--- config.mk ---
export PLATFORM = sky130hd
export DESIGN_NAME = imem_fetch_unit
export DESIGN_NICKNAME = d
export VERILOG_FILES = /design/src/rtl/imem_fetch_unit.sv
export SDC_FILE = /design/constraint.sdc
export NUM_CORES = 2
export LEC_CHECK = 0
export BUFFER_PORTS_ARGS = -buffer_cell sky130_fd_sc_hd__clkbuf_2
export CAP_MARGIN = 30
export CORE_UTILIZATION = 40
export DETAILED_ROUTE_END_ITERATION = 6
export SLEW_MARGIN = 20
export SYNTH_ARGS = -nofsm -noshare
export SYNTH_HDL_FRONTEND = slang
export SYNTH_SLANG_ARGS = --single-unit
--- constraint.sdc ---
create_clock -name clk -period 3.4 [get_ports clk]
set_input_delay 0.17 -clock clk [delete_from_list [all_inputs] [get_ports clk]]
set_output_delay 0.17 -clock clk [all_outputs]
set_load 0.1 [all_outputs]
--- src/rtl/imem_fetch_unit.sv ---
// -----------------------------------------------------------------------------
// imem_fetch_unit
//
// Instruction memory with a fetch port and a program (load) port.
//
// A fetch request is accepted on any cycle where req_valid && req_ready. The
// response appears on rsp_valid exactly RD_LAT cycles after the accept edge,
// in request order, with no backpressure. Misaligned or out-of-range addresses
// return rsp_fault = 1 and rsp_data = 0 without touching memory.
//
// Program mode (PROG) is entered with prog_en. If responses are still in
// flight, the unit first passes through DRAIN until the last one has been
// presented. Writes through the program port land only in PROG.
//
// Parameters
//   DATA_W : instruction word width in bits (multiple of 8)
//   ADDR_W : byte-address width
//   DEPTH  : number of instruction words stored
//   RD_LAT : fetch read latency in cycles (1 or 2)
//
// Ports
//   clk         : sole clock, rising edge
//   reset       : synchronous, active-high reset
//   req_valid   : fetch request present
//   req_ready   : fetch request can be accepted this cycle
//   req_addr    : fetch byte address
//   rsp_valid   : fetch response valid
//   rsp_data    : fetched instruction word (0 when invalid or faulting)
//   rsp_fault   : response is for a misaligned or out-of-range address
//   prog_en     : request program mode
//   prog_wr     : program write strobe (honoured only in PROG)
//   prog_addr   : program byte address
//   prog_data   : program write data
//   prog_active : unit is in PROG state
// -----------------------------------------------------------------------------
module imem_fetch_unit #(
    parameter int DATA_W = 16,
    parameter int ADDR_W = 8,
    parameter int DEPTH  = 128,
    parameter int RD_LAT = 1
) (
    input  logic              clk,
    input  logic              reset,
    input  logic              req_valid,
    output logic              req_ready,
    input  logic [ADDR_W-1:0] req_addr,
    output logic              rsp_valid,
    output logic [DATA_W-1:0] rsp_data,
    output logic              rsp_fault,
    input  logic              prog_en,
    input  logic              prog_wr,
    input  logic [ADDR_W-1:0] prog_addr,
    input  logic [DATA_W-1:0] prog_data,
    output logic              prog_active
);

    // -------------------------------------------------------------------------
    // Derived constants
    // -------------------------------------------------------------------------
    localparam int unsigned BYTES_U = DATA_W / 8;
    localparam int unsigned DEPTH_U = DEPTH;
    localparam int          MEM_AW  = (DEPTH > 1) ? $clog2(DEPTH) : 1;
    localparam int          CNT_W   = $clog2(RD_LAT + 1);
    localparam int          LAST    = RD_LAT - 1;
    localparam logic [CNT_W-1:0] CNT_MAX  = CNT_W'(RD_LAT);
    localparam logic [CNT_W-1:0] CNT_ZERO = {CNT_W{1'b0}};
    localparam logic [CNT_W-1:0] CNT_ONE  = CNT_W'(1);

    typedef enum logic [1:0] {
        ST_IDLE  = 2'd0,
        ST_DRAIN = 2'd1,
        ST_PROG  = 2'd2
    } state_t;

    // -------------------------------------------------------------------------
    // Address helpers
    // -------------------------------------------------------------------------
    // An address is usable when it is word aligned and its word index is
    // inside the array.
    function automatic logic addr_usable(input logic [ADDR_W-1:0] addr);
        int unsigned a;
        a = 32'(addr);
        return ((a % BYTES_U) == 32'd0) && ((a / BYTES_U) < DEPTH_U);
    endfunction

    // Word index truncated to the array index width; only meaningful when
    // addr_usable() is true.
    function automatic logic [MEM_AW-1:0] addr_index(input logic [ADDR_W-1:0] addr);
        int unsigned a;
        a = 32'(addr) / BYTES_U;
        return MEM_AW'(a);
    endfunction

    // -------------------------------------------------------------------------
    // State
    // -------------------------------------------------------------------------
    logic [DATA_W-1:0] r_mem [DEPTH];

    state_t            r_state;
    state_t            w_state_nxt;
    logic              r_prog_active;

    logic [CNT_W-1:0]  r_cnt;
    logic [CNT_W-1:0]  w_cnt_nxt;

    // Read pipeline: one stage per cycle of latency. Stage 0 is loaded on the
    // accept edge; the output registers are loaded from the last stage.
    logic              r_stg_valid [RD_LAT];
    logic              r_stg_fault [RD_LAT];
    logic [MEM_AW-1:0] r_stg_idx   [RD_LAT];

    logic              r_rsp_valid;
    logic [DATA_W-1:0] r_rsp_data;
    logic              r_rsp_fault;

    logic              w_accept;
    logic              w_req_fault;
    logic [MEM_AW-1:0] w_req_idx;
    logic              w_prog_we;
    logic [MEM_AW-1:0] w_prog_idx;
    logic              w_rsp_load;

    // -------------------------------------------------------------------------
    // Handshake, request decode and program-write qualification
    // -------------------------------------------------------------------------
    // Request handshake and address decode for both ports
    always_comb begin
        req_ready   = 1'b0;
        w_accept    = 1'b0;
        w_req_fault = 1'b0;
        w_req_idx   = {MEM_AW{1'b0}};
        w_prog_we   = 1'b0;
        w_prog_idx  = {MEM_AW{1'b0}};

        if (!reset && (r_state == ST_IDLE) && !prog_en) begin
            req_ready = 1'b1;
        end else begin
            req_ready = 1'b0;
        end

        w_accept = req_valid && req_ready;

        if (addr_usable(req_addr)) begin
            w_req_fault = 1'b0;
            w_req_idx   = addr_index(req_addr);
        end else begin
            w_req_fault = 1'b1;
            w_req_idx   = {MEM_AW{1'b0}};
        end

        // Writes outside PROG, or to unusable addresses, are dropped here.
        if ((r_state == ST_PROG) && prog_wr && addr_usable(prog_addr)) begin
            w_prog_we  = 1'b1;
            w_prog_idx = addr_index(prog_addr);
        end else begin
            w_prog_we  = 1'b0;
            w_prog_idx = {MEM_AW{1'b0}};
        end
    end

    // -------------------------------------------------------------------------
    // In-flight counter
    // -------------------------------------------------------------------------
    // Counts accepted requests that have not yet reached the output registers;
    // saturates at both ends so no input sequence can wrap it.
    always_comb begin
        w_rsp_load = r_stg_valid[LAST];
        w_cnt_nxt  = r_cnt;
        case ({w_accept, w_rsp_load})
            2'b10: begin
                if (r_cnt != CNT_MAX) begin
                    w_cnt_nxt = r_cnt + CNT_ONE;
                end else begin
                    w_cnt_nxt = r_cnt;
                end
            end
            2'b01: begin
                if (r_cnt != CNT_ZERO) begin
                    w_cnt_nxt = r_cnt - CNT_ONE;
                end else begin
                    w_cnt_nxt = r_cnt;
                end
            end
            default: w_cnt_nxt = r_cnt;
        endcase
    end

    // In-flight counter register
    always_ff @(posedge clk) begin
        if (reset) begin
            r_cnt <= CNT_ZERO;
        end else begin
            r_cnt <= w_cnt_nxt;
        end
    end

    // -------------------------------------------------------------------------
    // Control FSM
    // -------------------------------------------------------------------------
    // Next-state logic. The counter reaches zero on the edge that loads the
    // last response, so in DRAIN a zero count means that response is being
    // presented now and PROG follows on the next cycle.
    always_comb begin
        w_state_nxt = r_state;
        case (r_state)
            ST_IDLE: begin
                if (prog_en) begin
                    if (r_cnt != CNT_ZERO) begin
                        w_state_nxt = ST_DRAIN;
                    end else begin
                        w_state_nxt = ST_PROG;
                    end
                end else begin
                    w_state_nxt = ST_IDLE;
                end
            end
            ST_DRAIN: begin
                if (r_cnt == CNT_ZERO) begin
                    w_state_nxt = ST_PROG;
                end else begin
                    w_state_nxt = ST_DRAIN;
                end
            end
            ST_PROG: begin
                if (!prog_en) begin
                    w_state_nxt = ST_IDLE;
                end else begin
                    w_state_nxt = ST_PROG;
                end
            end
            default: w_state_nxt = ST_IDLE;
        endcase
    end

    // State register with registered prog_active decode
    always_ff @(posedge clk) begin
        if (reset) begin
            r_state       <= ST_IDLE;
            r_prog_active <= 1'b0;
        end else begin
            r_state       <= w_state_nxt;
            r_prog_active <= (w_state_nxt == ST_PROG);
        end
    end

    // -------------------------------------------------------------------------
    // Memory array (not reset: contents survive reset)
    // -------------------------------------------------------------------------
    // Program-port write; the reset edge never writes
    always_ff @(posedge clk) begin
        if (!reset && w_prog_we) begin
            r_mem[w_prog_idx] <= prog_data;
        end
    end

    // -------------------------------------------------------------------------
    // Read pipeline
    // -------------------------------------------------------------------------
    // Shift accepted requests towards the output; reset drops everything
    always_ff @(posedge clk) begin
        if (reset) begin
            for (int i = 0; i < RD_LAT; i++) begin
                r_stg_valid[i] <= 1'b0;
                r_stg_fault[i] <= 1'b0;
                r_stg_idx[i]   <= {MEM_AW{1'b0}};
            end
        end else begin
            r_stg_valid[0] <= w_accept;
            r_stg_fault[0] <= w_accept && w_req_fault;
            r_stg_idx[0]   <= w_accept ? w_req_idx : {MEM_AW{1'b0}};
            for (int i = 1; i < RD_LAT; i++) begin
                r_stg_valid[i] <= r_stg_valid[i-1];
                r_stg_fault[i] <= r_stg_fault[i-1];
                r_stg_idx[i]   <= r_stg_idx[i-1];
            end
        end
    end

    // Output registers: memory is read only for a valid, non-faulting entry,
    // and data/fault are held at zero whenever rsp_valid is low
    always_ff @(posedge clk) begin
        if (reset) begin
            r_rsp_valid <= 1'b0;
            r_rsp_data  <= {DATA_W{1'b0}};
            r_rsp_fault <= 1'b0;
        end else begin
            r_rsp_valid <= r_stg_valid[LAST];
            r_rsp_fault <= r_stg_valid[LAST] && r_stg_fault[LAST];
            if (r_stg_valid[LAST] && !r_stg_fault[LAST]) begin
                r_rsp_data <= r_mem[r_stg_idx[LAST]];
            end else begin
                r_rsp_data <= {DATA_W{1'b0}};
            end
        end
    end

    assign rsp_valid   = r_rsp_valid;
    assign rsp_data    = r_rsp_data;
    assign rsp_fault   = r_rsp_fault;
    assign prog_active = r_prog_active;

endmodule
==> results.sh <==
export IMPL_ys_ff_latch=2079
export IMPL_io_pins=57
export IMPL_numCtsBuffers=209
export IMPL_clock_sinks=2079
export IMPL_core_area_mm2=0.1980
export IMPL_vdd_drop_max_v=0.0003927
export IMPL_fin_nets=4337
export IMPL_worst_pin_slew_ns=1.013
export IMPL_post_route_period_util_pct=94.67
export IMPL_synth_edf_count=2048
export IMPL_slew_limit_headroom_pct=32.49
export IMPL_status="finished clean"
export IMPL_clock_skew_ns=0.05785
export IMPL_yosysUniqueCellTypes=50
export IMPL_critPathKind="reg2reg"
export IMPL_dp_slack_ns=-0.005147
export IMPL_synth_ff_type="edfxtp_1"
export IMPL_clk_pin_slew_ns=0.06
export IMPL_postRouteAntennaNets=0
export IMPL_yosysWarnings=0
export IMPL_cts_tree="yes"
export IMPL_vias_per_cell=5.655
export IMPL_grt_first_pass_wirelength_mm=297.2
export IMPL_std_cell_rows=163
export IMPL_ctsRootBufferMaster="clkbuf_16"
export IMPL_htreeDepth=4
export IMPL_utilization_pct=46.95
export IMPL_clk_path_buf_depth=3
export IMPL_grt_max_degree=91
export IMPL_final_layout_size_suffix_gt1_share_pct=23.83
export IMPL_drc=0
export IMPL_maxCapViolCount=0
export IMPL_mappedNetlistNets=3917
export IMPL_hold_class="in2reg"
export IMPL_dp_hpwl_mm=130.0
export IMPL_syn_inst=3879
export IMPL_postSynthAreaPerCell_um2=20.61
export IMPL_report_final_slew_viol_count=0
export IMPL_ys_seq_area_share_pct=77.69
export IMPL_vias=40323
export IMPL_ys_async_sr_fraction_pct=0
export IMPL_clk_latency_ns=0.87
export IMPL_synthDominantCellAreaShare_pct=76.91
export IMPL_finalWorstPathRequiredPeriod_ns=3.219
export IMPL_layout_common_cells="edfxtp_1, mux2i_1, mux4_2, buf_4, clkbuf_16"
export IMPL_grt_util_all_layers_pct=20.50
export IMPL_p_total_mw=52.15
export IMPL_dieHeight_um=449.1
export IMPL_power_leakage_nw=28.03
export IMPL_fmax_mhz=310.7
export IMPL_hold_violations=0
export IMPL_first_pass_iters=6
export IMPL_gp_congestion=0.8676
export IMPL_overflow=0
export IMPL_synth_top_area_cell="edfxtp_1"
export IMPL_layout_commonest_cell="edfxtp_1"
export IMPL_drt_iter0_markers=4405
export IMPL_rsz0062_at_grt="no"
export IMPL_end_kind="flop"
export IMPL_initial_core_util_pct=40.38
export IMPL_die_w_um=449.1
export IMPL_cellPowerDensity_mw_per_mm2=560.9
export IMPL_setup_viol=0
export IMPL_timing_hold_ws_ns=0.09684
export IMPL_antenna_found_initial=11
export IMPL_dieArea_mm2=0.2017
export IMPL_synth_area_mm2=0.07996
export IMPL_critPathLaunchType="flop"
export IMPL_crit_fanout=43
export IMPL_yosys_top_cells_area="edfxtp_1, mux4_2, mux2i_1"
export IMPL_fin_ws_ns=0.1812
export IMPL_worstPathArrival_ns=3.96
export IMPL_io_buffers=56
export IMPL_grt_pass1_vias=39627
export IMPL_wl_mm=210.0
export IMPL_required_ns=4.14
export IMPL_wl_per_cell_um=29.45
export IMPL_synthToLayoutAreaGrowth_pct=16.28
## synth_stat cells, types with 3 or more instances
cell type,n
a211oi_1,15
a21oi_1,18
a221oi_1,15
a22oi_1,183
and2_1,11
and3_1,3
buf_1,3
buf_2,102
buf_4,28
buf_6,33
clkbuf_1,53
dfxtp_1,31
edfxtp_1,2048
inv_1,3
mux2_2,6
mux2i_1,488
mux4_2,308
nand2_1,45
nand2b_1,5
nand3_1,98
nand4_1,7
nand4b_1,3
nand4b_2,3
nand4bb_1,5
nor2_1,156
nor2b_1,10
nor3_1,13
nor4_1,32
o211ai_1,14
o22ai_1,112
## cell families (layout without fill, tap and decap cells)
kind of cell / after synthesis / after routing / share of synthesized area, %
DFF: 2079 / 2079 / 77.69
muxes: 803 / 803 / 14.89
and+or+nand+nor: 406 / 406 / 2.504
AOI/OAI and AO/OA: 367 / 367 / 3.256
buffers and inverters: 223 / 825 / 1.649
adders and majority gates: 1 / 1 / 0.01565
other: 0 / 9 / 0
## metrics by stage
step           cell area [um2]  setup TNS (ns)  std cells
2_1_floorplan            79970               0       3879
4_1_cts                  92860               0       7115
3_3_place_gp             85580               0       6687
6_report                 92980               0       7130
5_1_grt                  92970               0       7125
3_5_place_dp             85640       -0.005147       6689
## report_power, final
| group | leakage, nW | switching (mW) | total [mW] | internal, mW |
|---|---|---|---|---|
| Sequential | 18.7 | 0.0175 | 28.2 | 28.1 |
| Clock | 3.32 | 9.85 | 22.9 | 13.1 |
| Combinational | 6.05 | 0.786 | 1.09 | 0.306 |
| Total | 28.0 | 10.6 | 52.2 | 41.5 |
## worst paths after layout
| path | start | end | slack (ns) | cells after the start |
|---|---|---|---|---|
| min reg2reg | r_cnt$_SDFFE_PP0P_ | r_cnt$_SDFFE_PP0P_ | 0.49 | 2 |
| max reg2reg | r_stg_idx[0][1]$_SDFF_PP0_ | rsp_data[14]$_SDFF_PP0_ | 0.18 | 10 |
| min | prog_addr[2] | r_mem[87][15]$_DFFE_PP_ | 0.1 | 4 |
| max | r_stg_idx[0][1]$_SDFF_PP0_ | rsp_data[14]$_SDFF_PP0_ | 0.18 | 10 |
## worst max-delay path: stages (launching register included)
cell      delay, ns
dfxtp_4        0.44
buf_12         0.26
buf_12         0.34
mux2i_1        0.28
o22ai_1        0.16
nor4_1         0.32
buf_4          0.18
o211ai_1       0.29
nor4_2         0.47
buf_4          0.22
nand2_1        0.07
## routing by layer
layer	vias up	share of wire, %	global-route usage [%]
met4	4	2.7	6.074
met3	280	6.8	3.353
met1	21471	42	28.61
li1	17040	-	-
met2	1528	48	33.11
met5	-	0.011	0
## cell type report
cell class | instances | area (um2)
well taps | 2640 | 3303
clock inverters | 128 | 1379
multi-input cells | 1577 | 16690
inverters | 3 | 11.26
repair buffers | 429 | 3934
clock buffers | 265 | 5502
diodes | 9 | 22.52
flip-flops and latches | 2079 | 62140
fillers | 16301 | 105100
## state kept, by name, summed over array words and instances, names as in the netlist
signal	cells
r_stg_valid	1
prog_active	1
r_mem	2048
rsp_data	16
rsp_fault	1
r_stg_fault	1
r_state	2
rsp_valid	1
r_stg_idx	7
r_cnt	1
## repair_timing
| action | CTS | global route |
|---|---|---|
| hold buffers | 33 | 3 |
| hold endpoints to repair | 722 | 82 |
| setup endpoints to repair | 1 | 1 |
| gates resized for setup | 1 | 1 |
| setup buffers | 0 | 0 |
| pin swaps | 0 | 0 |
Note: power is estimated with default switching activity, not from simulation.
